<file path="src/rtl/surf_link_align_if.sv">
// Bus bundle between surf_link_align and the PHY/control side.
// eye_map_o exists only when SURF_LINK_ALIGN_EYE_MAP_EN is defined.
interface surf_link_align_if #(
  parameter int NCHAN    = 2,
  parameter int DWIDTH   = 8,
  parameter int DLY_BITS = 5
);
  logic                          start_i;
  logic [NCHAN*DWIDTH-1:0]       data_i;
  logic [DLY_BITS-1:0]           idelay_value_o;
  logic [NCHAN-1:0]              idelay_load_o;
  logic [NCHAN-1:0]              bitslip_o;
  logic                          busy_o;
  logic                          done_o;
  logic [NCHAN-1:0]              locked_o;
  logic [NCHAN-1:0]              fail_o;
  logic [NCHAN*DLY_BITS-1:0]     eye_center_o;
`ifdef SURF_LINK_ALIGN_EYE_MAP_EN
  logic [NCHAN*(2**DLY_BITS)-1:0] eye_map_o;

  modport master (
    output start_i, data_i,
    input  idelay_value_o, idelay_load_o, bitslip_o, busy_o, done_o,
           locked_o, fail_o, eye_center_o, eye_map_o
  );

  modport slave (
    input  start_i, data_i,
    output idelay_value_o, idelay_load_o, bitslip_o, busy_o, done_o,
           locked_o, fail_o, eye_center_o, eye_map_o
  );
`else
  modport master (
    output start_i, data_i,
    input  idelay_value_o, idelay_load_o, bitslip_o, busy_o, done_o,
           locked_o, fail_o, eye_center_o
  );

  modport slave (
    input  start_i, data_i,
    output idelay_value_o, idelay_load_o, bitslip_o, busy_o, done_o,
           locked_o, fail_o, eye_center_o
  );
`endif
endinterface

</file>
<file path="src/rtl/surf_link_align.sv">
// Sequential per-lane IDELAY eye sweep, centre load and bitslip word lock.
// Optional per-tap eye map output: define SURF_LINK_ALIGN_EYE_MAP_EN.
module surf_link_align #(
  parameter int                NCHAN         = 2,
  parameter int                DWIDTH        = 8,
  parameter logic [DWIDTH-1:0] TRAIN_PATTERN = 8'hA6,
  parameter int                DLY_BITS      = 5,
  parameter int                SETTLE_CYCLES = 16,
  parameter int                SAMPLE_CYCLES = 64,
  parameter int                MIN_EYE       = 4,
  parameter int                SLIP_WAIT     = 4
) (
  input  logic              sysclk_i,
  input  logic              rst_n_i,
  surf_link_align_if.slave  bus
);

  localparam int NTAPS    = 2**DLY_BITS;
  localparam int LANE_W   = (NCHAN > 1) ? $clog2(NCHAN) : 1;
  localparam int LEN_W    = DLY_BITS + 1;
  localparam int SLIP_MAX = 2*DWIDTH;
  localparam int SLIP_W   = $clog2(SLIP_MAX + 1);
  localparam int CNT_A    = (SETTLE_CYCLES > SAMPLE_CYCLES) ? SETTLE_CYCLES : SAMPLE_CYCLES;
  localparam int CNT_MAX  = (CNT_A > SLIP_WAIT) ? CNT_A : SLIP_WAIT;
  localparam int CNT_W    = $clog2(CNT_MAX + 1);
  localparam logic [DLY_BITS-1:0] TAP_MAX = {DLY_BITS{1'b1}};

  typedef enum logic [3:0] {
    S_IDLE, S_LOAD, S_SETTLE, S_SAMPLE, S_EVAL,
    S_CENTER, S_CSETTLE, S_SLIP_CHECK, S_SLIP_WAIT, S_NEXT_CHAN
  } state_t;

  state_t                    state_reg;
  logic [LANE_W-1:0]         lane_reg;
  logic [DLY_BITS-1:0]       tap_reg;
  logic [CNT_W-1:0]          cnt_reg;
  logic [DWIDTH-1:0]         mask_reg;
  logic [DLY_BITS-1:0]       cur_start_reg;
  logic [LEN_W-1:0]          cur_len_reg;
  logic [DLY_BITS-1:0]       best_start_reg;
  logic [LEN_W-1:0]          best_len_reg;
  logic [SLIP_W-1:0]         slips_reg;

  logic [DLY_BITS-1:0]       idelay_value_reg;
  logic [NCHAN-1:0]          idelay_load_reg;
  logic [NCHAN-1:0]          bitslip_reg;
  logic                      busy_reg;
  logic                      done_reg;
  logic [NCHAN-1:0]          locked_reg;
  logic [NCHAN-1:0]          fail_reg;
  logic [NCHAN*DLY_BITS-1:0] eye_center_reg;
`ifdef SURF_LINK_ALIGN_EYE_MAP_EN
  logic [NCHAN*NTAPS-1:0]    eye_map_reg;
`endif

  logic [DWIDTH-1:0]         lane_words [NCHAN];
  logic [DWIDTH-1:0]         lane_word;
  logic [DWIDTH-1:0]         rot_match;
  logic [NCHAN-1:0]          lane_oh;
  logic                      tap_good;
  logic [LEN_W-1:0]          run_len_next;
  logic [DLY_BITS-1:0]       run_start_next;
  logic [DLY_BITS-1:0]       centre;

  genvar gi;
  generate
    for (gi = 0; gi < NCHAN; gi++) begin : g_lane
      assign lane_words[gi] = bus.data_i[gi*DWIDTH +: DWIDTH];
      assign lane_oh[gi]    = (lane_reg == LANE_W'(gi));
    end
    // rot_match[r] flags the current lane word as TRAIN_PATTERN rotated left by r
    for (gi = 0; gi < DWIDTH; gi++) begin : g_rot
      localparam logic [DWIDTH-1:0] ROT =
        (TRAIN_PATTERN << gi) | (TRAIN_PATTERN >> (DWIDTH - gi));
      assign rot_match[gi] = (lane_word == ROT);
    end
  endgenerate

  assign lane_word      = lane_words[lane_reg];
  // A rotation survives the window only if it matched every sample; any survivor means a good tap.
  assign tap_good       = |mask_reg;
  assign run_len_next   = cur_len_reg + LEN_W'(1);
  assign run_start_next = (cur_len_reg == '0) ? tap_reg : cur_start_reg;
  assign centre         = best_start_reg + DLY_BITS'((best_len_reg - LEN_W'(1)) >> 1);

  always_ff @(posedge sysclk_i or negedge rst_n_i) begin
    if (!rst_n_i) begin
      state_reg        <= S_IDLE;
      lane_reg         <= '0;
      tap_reg          <= '0;
      cnt_reg          <= '0;
      mask_reg         <= '0;
      cur_start_reg    <= '0;
      cur_len_reg      <= '0;
      best_start_reg   <= '0;
      best_len_reg     <= '0;
      slips_reg        <= '0;
      idelay_value_reg <= '0;
      idelay_load_reg  <= '0;
      bitslip_reg      <= '0;
      busy_reg         <= 1'b0;
      done_reg         <= 1'b0;
      locked_reg       <= '0;
      fail_reg         <= '0;
      eye_center_reg   <= '0;
`ifdef SURF_LINK_ALIGN_EYE_MAP_EN
      eye_map_reg      <= '0;
`endif
    end else begin
      idelay_load_reg <= '0;
      bitslip_reg     <= '0;
      done_reg        <= 1'b0;
      case (state_reg)
        S_IDLE: begin
          if (bus.start_i) begin
            lane_reg       <= '0;
            tap_reg        <= '0;
            cur_len_reg    <= '0;
            cur_start_reg  <= '0;
            best_len_reg   <= '0;
            best_start_reg <= '0;
            slips_reg      <= '0;
            locked_reg     <= '0;
            fail_reg       <= '0;
            eye_center_reg <= '0;
`ifdef SURF_LINK_ALIGN_EYE_MAP_EN
            eye_map_reg    <= '0;
`endif
            busy_reg       <= 1'b1;
            state_reg      <= S_LOAD;
          end
        end
        S_LOAD: begin
          idelay_value_reg <= tap_reg;
          idelay_load_reg  <= lane_oh;
          cnt_reg          <= '0;
          state_reg        <= S_SETTLE;
        end
        S_SETTLE: begin
          if (cnt_reg == CNT_W'(SETTLE_CYCLES - 1)) begin
            cnt_reg   <= '0;
            mask_reg  <= '1;
            state_reg <= S_SAMPLE;
          end else begin
            cnt_reg <= cnt_reg + CNT_W'(1);
          end
        end
        S_SAMPLE: begin
          mask_reg <= mask_reg & rot_match;
          if (cnt_reg == CNT_W'(SAMPLE_CYCLES - 1)) begin
            state_reg <= S_EVAL;
          end else begin
            cnt_reg <= cnt_reg + CNT_W'(1);
          end
        end
        S_EVAL: begin
          // Strictly-longer replacement keeps the lowest-tap run on a tie.
          if (tap_good) begin
            cur_start_reg <= run_start_next;
            cur_len_reg   <= run_len_next;
            if (run_len_next > best_len_reg) begin
              best_start_reg <= run_start_next;
              best_len_reg   <= run_len_next;
            end
`ifdef SURF_LINK_ALIGN_EYE_MAP_EN
            eye_map_reg[{lane_reg, tap_reg}] <= 1'b1;
`endif
          end else begin
            cur_len_reg <= '0;
          end
          if (tap_reg == TAP_MAX) begin
            state_reg <= S_CENTER;
          end else begin
            tap_reg   <= tap_reg + DLY_BITS'(1);
            state_reg <= S_LOAD;
          end
        end
        S_CENTER: begin
          if (best_len_reg < LEN_W'(MIN_EYE)) begin
            fail_reg[lane_reg] <= 1'b1;
            state_reg          <= S_NEXT_CHAN;
          end else begin
            idelay_value_reg <= centre;
            idelay_load_reg  <= lane_oh;
            eye_center_reg[int'(lane_reg)*DLY_BITS +: DLY_BITS] <= centre;
            cnt_reg          <= '0;
            state_reg        <= S_CSETTLE;
          end
        end
        S_CSETTLE: begin
          if (cnt_reg == CNT_W'(SETTLE_CYCLES - 1)) begin
            state_reg <= S_SLIP_CHECK;
          end else begin
            cnt_reg <= cnt_reg + CNT_W'(1);
          end
        end
        S_SLIP_CHECK: begin
          if (lane_word == TRAIN_PATTERN) begin
            locked_reg[lane_reg] <= 1'b1;
            state_reg            <= S_NEXT_CHAN;
          end else if (slips_reg < SLIP_W'(SLIP_MAX)) begin
            bitslip_reg <= lane_oh;
            slips_reg   <= slips_reg + SLIP_W'(1);
            cnt_reg     <= '0;
            state_reg   <= S_SLIP_WAIT;
          end else begin
            fail_reg[lane_reg] <= 1'b1;
            state_reg          <= S_NEXT_CHAN;
          end
        end
        S_SLIP_WAIT: begin
          if (cnt_reg == CNT_W'(SLIP_WAIT - 1)) begin
            state_reg <= S_SLIP_CHECK;
          end else begin
            cnt_reg <= cnt_reg + CNT_W'(1);
          end
        end
        S_NEXT_CHAN: begin
          tap_reg        <= '0;
          cur_len_reg    <= '0;
          cur_start_reg  <= '0;
          best_len_reg   <= '0;
          best_start_reg <= '0;
          slips_reg      <= '0;
          if (lane_reg == LANE_W'(NCHAN - 1)) begin
            done_reg  <= 1'b1;
            busy_reg  <= 1'b0;
            state_reg <= S_IDLE;
          end else begin
            lane_reg  <= lane_reg + LANE_W'(1);
            state_reg <= S_LOAD;
          end
        end
        default: begin
          busy_reg  <= 1'b0;
          state_reg <= S_IDLE;
        end
      endcase
    end
  end

  assign bus.idelay_value_o = idelay_value_reg;
  assign bus.idelay_load_o  = idelay_load_reg;
  assign bus.bitslip_o      = bitslip_reg;
  assign bus.busy_o         = busy_reg;
  assign bus.done_o         = done_reg;
  assign bus.locked_o       = locked_reg;
  assign bus.fail_o         = fail_reg;
  assign bus.eye_center_o   = eye_center_reg;
`ifdef SURF_LINK_ALIGN_EYE_MAP_EN
  assign bus.eye_map_o      = eye_map_reg;
`endif

endmodule

</file>
<file path="src/flat_wrapper.sv">
// flat-port wrapper written by rule: the top's interface ports become plain ports
module surf_link_align_flat 
#(
  parameter int                NCHAN         = 2,
  parameter int                DWIDTH        = 8,
  parameter logic [DWIDTH-1:0] TRAIN_PATTERN = 8'hA6,
  parameter int                DLY_BITS      = 5,
  parameter int                SETTLE_CYCLES = 16,
  parameter int                SAMPLE_CYCLES = 64,
  parameter int                MIN_EYE       = 4,
  parameter int                SLIP_WAIT     = 4
)
  (sysclk_i, rst_n_i, bus_start_i, bus_data_i, bus_idelay_value_o, bus_idelay_load_o, bus_bitslip_o, bus_busy_o, bus_done_o, bus_locked_o, bus_fail_o, bus_eye_center_o);
  surf_link_align_if #(.NCHAN(NCHAN), .DWIDTH(DWIDTH), .DLY_BITS(DLY_BITS)) bus_i ();
  input  logic sysclk_i;
  input  logic rst_n_i;
  input wire logic [$bits(bus_i.start_i)-1:0] bus_start_i;
  input wire logic [$bits(bus_i.data_i)-1:0] bus_data_i;
  output wire logic [$bits(bus_i.idelay_value_o)-1:0] bus_idelay_value_o;
  output wire logic [$bits(bus_i.idelay_load_o)-1:0] bus_idelay_load_o;
  output wire logic [$bits(bus_i.bitslip_o)-1:0] bus_bitslip_o;
  output wire logic [$bits(bus_i.busy_o)-1:0] bus_busy_o;
  output wire logic [$bits(bus_i.done_o)-1:0] bus_done_o;
  output wire logic [$bits(bus_i.locked_o)-1:0] bus_locked_o;
  output wire logic [$bits(bus_i.fail_o)-1:0] bus_fail_o;
  output wire logic [$bits(bus_i.eye_center_o)-1:0] bus_eye_center_o;
  assign bus_i.start_i = bus_start_i;
  assign bus_i.data_i = bus_data_i;
  assign bus_idelay_value_o = bus_i.idelay_value_o;
  assign bus_idelay_load_o = bus_i.idelay_load_o;
  assign bus_bitslip_o = bus_i.bitslip_o;
  assign bus_busy_o = bus_i.busy_o;
  assign bus_done_o = bus_i.done_o;
  assign bus_locked_o = bus_i.locked_o;
  assign bus_fail_o = bus_i.fail_o;
  assign bus_eye_center_o = bus_i.eye_center_o;
  surf_link_align #(.NCHAN(NCHAN), .DWIDTH(DWIDTH), .TRAIN_PATTERN(TRAIN_PATTERN), .DLY_BITS(DLY_BITS), .SETTLE_CYCLES(SETTLE_CYCLES), .SAMPLE_CYCLES(SAMPLE_CYCLES), .MIN_EYE(MIN_EYE), .SLIP_WAIT(SLIP_WAIT)) u_core (.sysclk_i(sysclk_i), .rst_n_i(rst_n_i), .bus(bus_i));
endmodule
</file>
<file path="config.mk">
export PLATFORM = sky130hd
export DESIGN_NAME = surf_link_align_flat
export DESIGN_NICKNAME = d
export VERILOG_FILES = /design/src/rtl/surf_link_align_if.sv /design/src/rtl/surf_link_align.sv /design/src/flat_wrapper.sv
export SDC_FILE = /design/constraint.sdc
export NUM_CORES = 1
export LEC_CHECK = 0
export CAP_MARGIN = 20
export CORE_MARGIN = 3
export CORE_UTILIZATION = 59
export CTS_BUF_LIST = sky130_fd_sc_hd__clkbuf_8
export DETAILED_ROUTE_END_ITERATION = 7
export HOLD_SLACK_MARGIN = 0.03
export MAX_ROUTING_LAYER = met4
export PLACE_DENSITY = 0.82
export SLEW_MARGIN = 10
export SYNTH_ARGS = -nofsm -noshare
export SYNTH_HDL_FRONTEND = slang
export SYNTH_SLANG_ARGS = --single-unit
</file>
<file path="constraint.sdc">
create_clock -name sysclk_i -period 3.6 [get_ports sysclk_i]
set_input_delay 0.72 -clock sysclk_i [delete_from_list [all_inputs] [get_ports sysclk_i]]
set_output_delay 0.72 -clock sysclk_i [all_outputs]
set_load 0.01 [all_outputs]
</file>
==> impl_metrics.env <==
export IMPL_drv_slew=0
export IMPL_fin_crit_sh_pct=82.6
export IMPL_grt_pass1_wl_um=18400
export IMPL_use_met1_pct=37.3
export IMPL_p_per_area_nw_per_um2=521
export IMPL_io_pins=44
export IMPL_syn_avg_cell_area_um2=9.69
export IMPL_io_buffers=43
export IMPL_finClkSkew_ns=0.0131
export IMPL_fin_nets=540
export IMPL_path_clk_slew_ns=0.09
export IMPL_overflow=0
export IMPL_hold_buffers=0
export IMPL_rsz0062_at_grt="no"
export IMPL_setup_slack_ns=0.627
export IMPL_synth_largest_area_cell="dfrtp_1"
export IMPL_synth_common_cells="77 x dfrtp_1, 49 x nand2_1, 33 x nor2_1"
export IMPL_cp_max_fo=10
export IMPL_routed_wirelength_um=10800
export IMPL_synth_most_common_cell="dfrtp_1"
export IMPL_synth_distinct_cells=70
export IMPL_cts_repair_resized=0
export IMPL_busiest_layer="met2"
export IMPL_die_area_um2=8740
export IMPL_syn_inst=466
export IMPL_synthTopCellsByArea="dfrtp_1 43%, ha_1 4.7%, nand2_1 4.1%"
export IMPL_grt_max_degree=78
export IMPL_min_period_ns=2.97
export IMPL_ys_ff_latch=77
export IMPL_antenna_left=0
export IMPL_grt_usage_pct=27.3
export IMPL_core_area_um2=7330
export IMPL_netlist_area_um2=4520
export IMPL_numCtsBuffers=9
export IMPL_drtIter0Drc=278
export IMPL_worstMarginPinSlew_ns=1.02
export IMPL_gp_congestion=0.881
export IMPL_yosysWarnings=0
export IMPL_hold_viol=0
export IMPL_h_tree_depth=3
export IMPL_startpoint_type="flip-flop"
export IMPL_leakage_nw=2.37
export IMPL_clock_latency_ns=0.35
export IMPL_synthFlopType="dfrtp_1"
export IMPL_synth_edff_count=0
export IMPL_worstPathRequired_ns=3.85
export IMPL_setup_viol_count_final=0
export IMPL_dr_pass1_iters=5
export IMPL_outcome="complete, no violations"
export IMPL_end_kind="flip-flop"
export IMPL_die_x_um=93.5
export IMPL_diodes=0
export IMPL_ir_drop_v=0.000314
export IMPL_dpl_worst_slack_ns=0.658
export IMPL_vias_per_cell=6.28
export IMPL_total_power_mw=2.71
export IMPL_cts_tree="built"
export IMPL_ys_async_sr_fraction_pct=100
export IMPL_syn_nets=503
export IMPL_start_util_pct=61.6
export IMPL_worst_setup_path_type="flip-flop to flip-flop"
export IMPL_met3_usage_pct=5.15
export IMPL_arrival_ns=3.22
export IMPL_drive_gt1_share_pct=7.09
export IMPL_largest_reg_flops=10
export IMPL_n_fill_cell=555
export IMPL_antenna_found_initial=0
export IMPL_chipHeight_um=93.5
export IMPL_syn2layout_area_growth_pct=15.2
export IMPL_rows=31
export IMPL_wl_per_cell_um=17.8
export IMPL_cts_sinks=77
export IMPL_num_vias=3813
export IMPL_synth_seq_area_share_pct=42.7
export IMPL_fin_hold_ws_ns=0.480
export IMPL_fin_util_pct=71.0
export IMPL_drc_errors=0
export IMPL_rr_worst_depth=9
export IMPL_grt_use_met2_pct=41.9
export IMPL_tns_ns=0
export IMPL_dpl_hpwl_um=7870
export IMPL_fmax_mhz=336
export IMPL_postCtsSetupBuffers=0
export IMPL_maxCapViolations=0
export IMPL_synth_top_area_share_pct=42.7
export IMPL_cts_root_buf="clkbuf_8"
export IMPL_grt_pass1_vias=3796
export IMPL_holdPathStages=2
export IMPL_slew_headroom_pct=31.7
export IMPL_worst_hold_path_type="flip-flop to flip-flop"
export IMPL_clock_path_buffers=2
worst max-delay path: stages, from the launching register on:
cell	delay, ns
dfrtp_1	0.46
and3_1	0.22
xnor2_1	0.28
inv_1	0.08
ha_1	0.31
a21o_1	0.18
a21o_1	0.17
a221o_1	0.41
a31oi_4	0.37
mux2_2	0.39
routing by layer:
layer / vias to the layer above / part of all wire, %
li1: 1804 / -
met4: 0 / 1.3
met5: - / 0
met2: 137 / 47
met1: 1857 / 45
met3: 15 / 6.3
logic make-up after synthesis:
family | synth area share, %
xor gates and xnor gates | 3.02
AOI/OAI and AO/OA | 21.3
and+or+nand+nor | 21.0
DFF | 42.7
buffers and inverters | 3.77
adders and majority gates | 5.15
muxes | 3.07
final timing paths:
path	slack, ns	startpoint	endpoint
max	0.63	u_core.cur_len_reg[0]$_DFFE_PN0P_	u_core.best_start_reg[4]$_DFFE_PN0P_
min	0.48	u_core.bus.fail_o[1]$_DFFE_PN0P_	u_core.bus.fail_o[1]$_DFFE_PN0P_
max reg2reg	0.63	u_core.cur_len_reg[0]$_DFFE_PN0P_	u_core.best_start_reg[4]$_DFFE_PN0P_
min reg2reg	0.48	u_core.bus.fail_o[1]$_DFFE_PN0P_	u_core.bus.fail_o[1]$_DFFE_PN0P_
max in group asynchronous	2.48	rst_n_i	u_core.cnt_reg[3]$_DFFE_PN0P_
min in group asynchronous	0.52	rst_n_i	u_core.bus.idelay_value_o[0]$_DFFE_PN0P_
layout by cell type, fill, tap and decap left out, types with 5 or more instances in the layout:
cell	n
a21o_1	9
a21oi_1	13
a22o_1	16
a31oi_1	9
and2_1	5
and3_1	11
clkbuf_8	9
clkdlybuf4s50_1	42
dfrtp_1	77
ha_1	17
inv_1	23
mux2_1	6
mux2i_1	6
nand2_1	49
nand2b_1	5
nand3_1	11
nor2_1	33
nor2b_1	6
nor3_1	6
nor4_1	6
o21ai_0	22
o21ai_1	5
o2bb2ai_1	7
or3b_1	5
xnor2_1	10
layout make-up:
| cell class | count | area [µm²] | area share [%] |
|---|---|---|---|
| timing repair buffer | 45 | 443 | 8.52 |
| clock buffer | 9 | 124 | 2.38 |
| clock inverter | 7 | 77.6 | 1.49 |
| sequential | 77 | 1930 | 37.0 |
| inverter | 23 | 86.3 | 1.66 |
| multi-input combinational | 347 | 2420 | 46.5 |
| tap | 99 | 124 | 2.38 |
stage by stage:
| step | instance area [µm²] | cells |
|---|---|---|
| final | 5200 | 607 |
| after global routing | 5200 | 607 |
| after CTS | 5200 | 607 |
| after detailed placement | 5000 | 591 |
| after global placement | 5000 | 591 |
| after floorplan | 4520 | 466 |
report_power, final:
group	internal [mW]	switching (mW)
logic	0.386	0.525
registers	0.947	0.181
clock network	0.330	0.342
No activity file was read; power rests on OpenSTA's default activity.
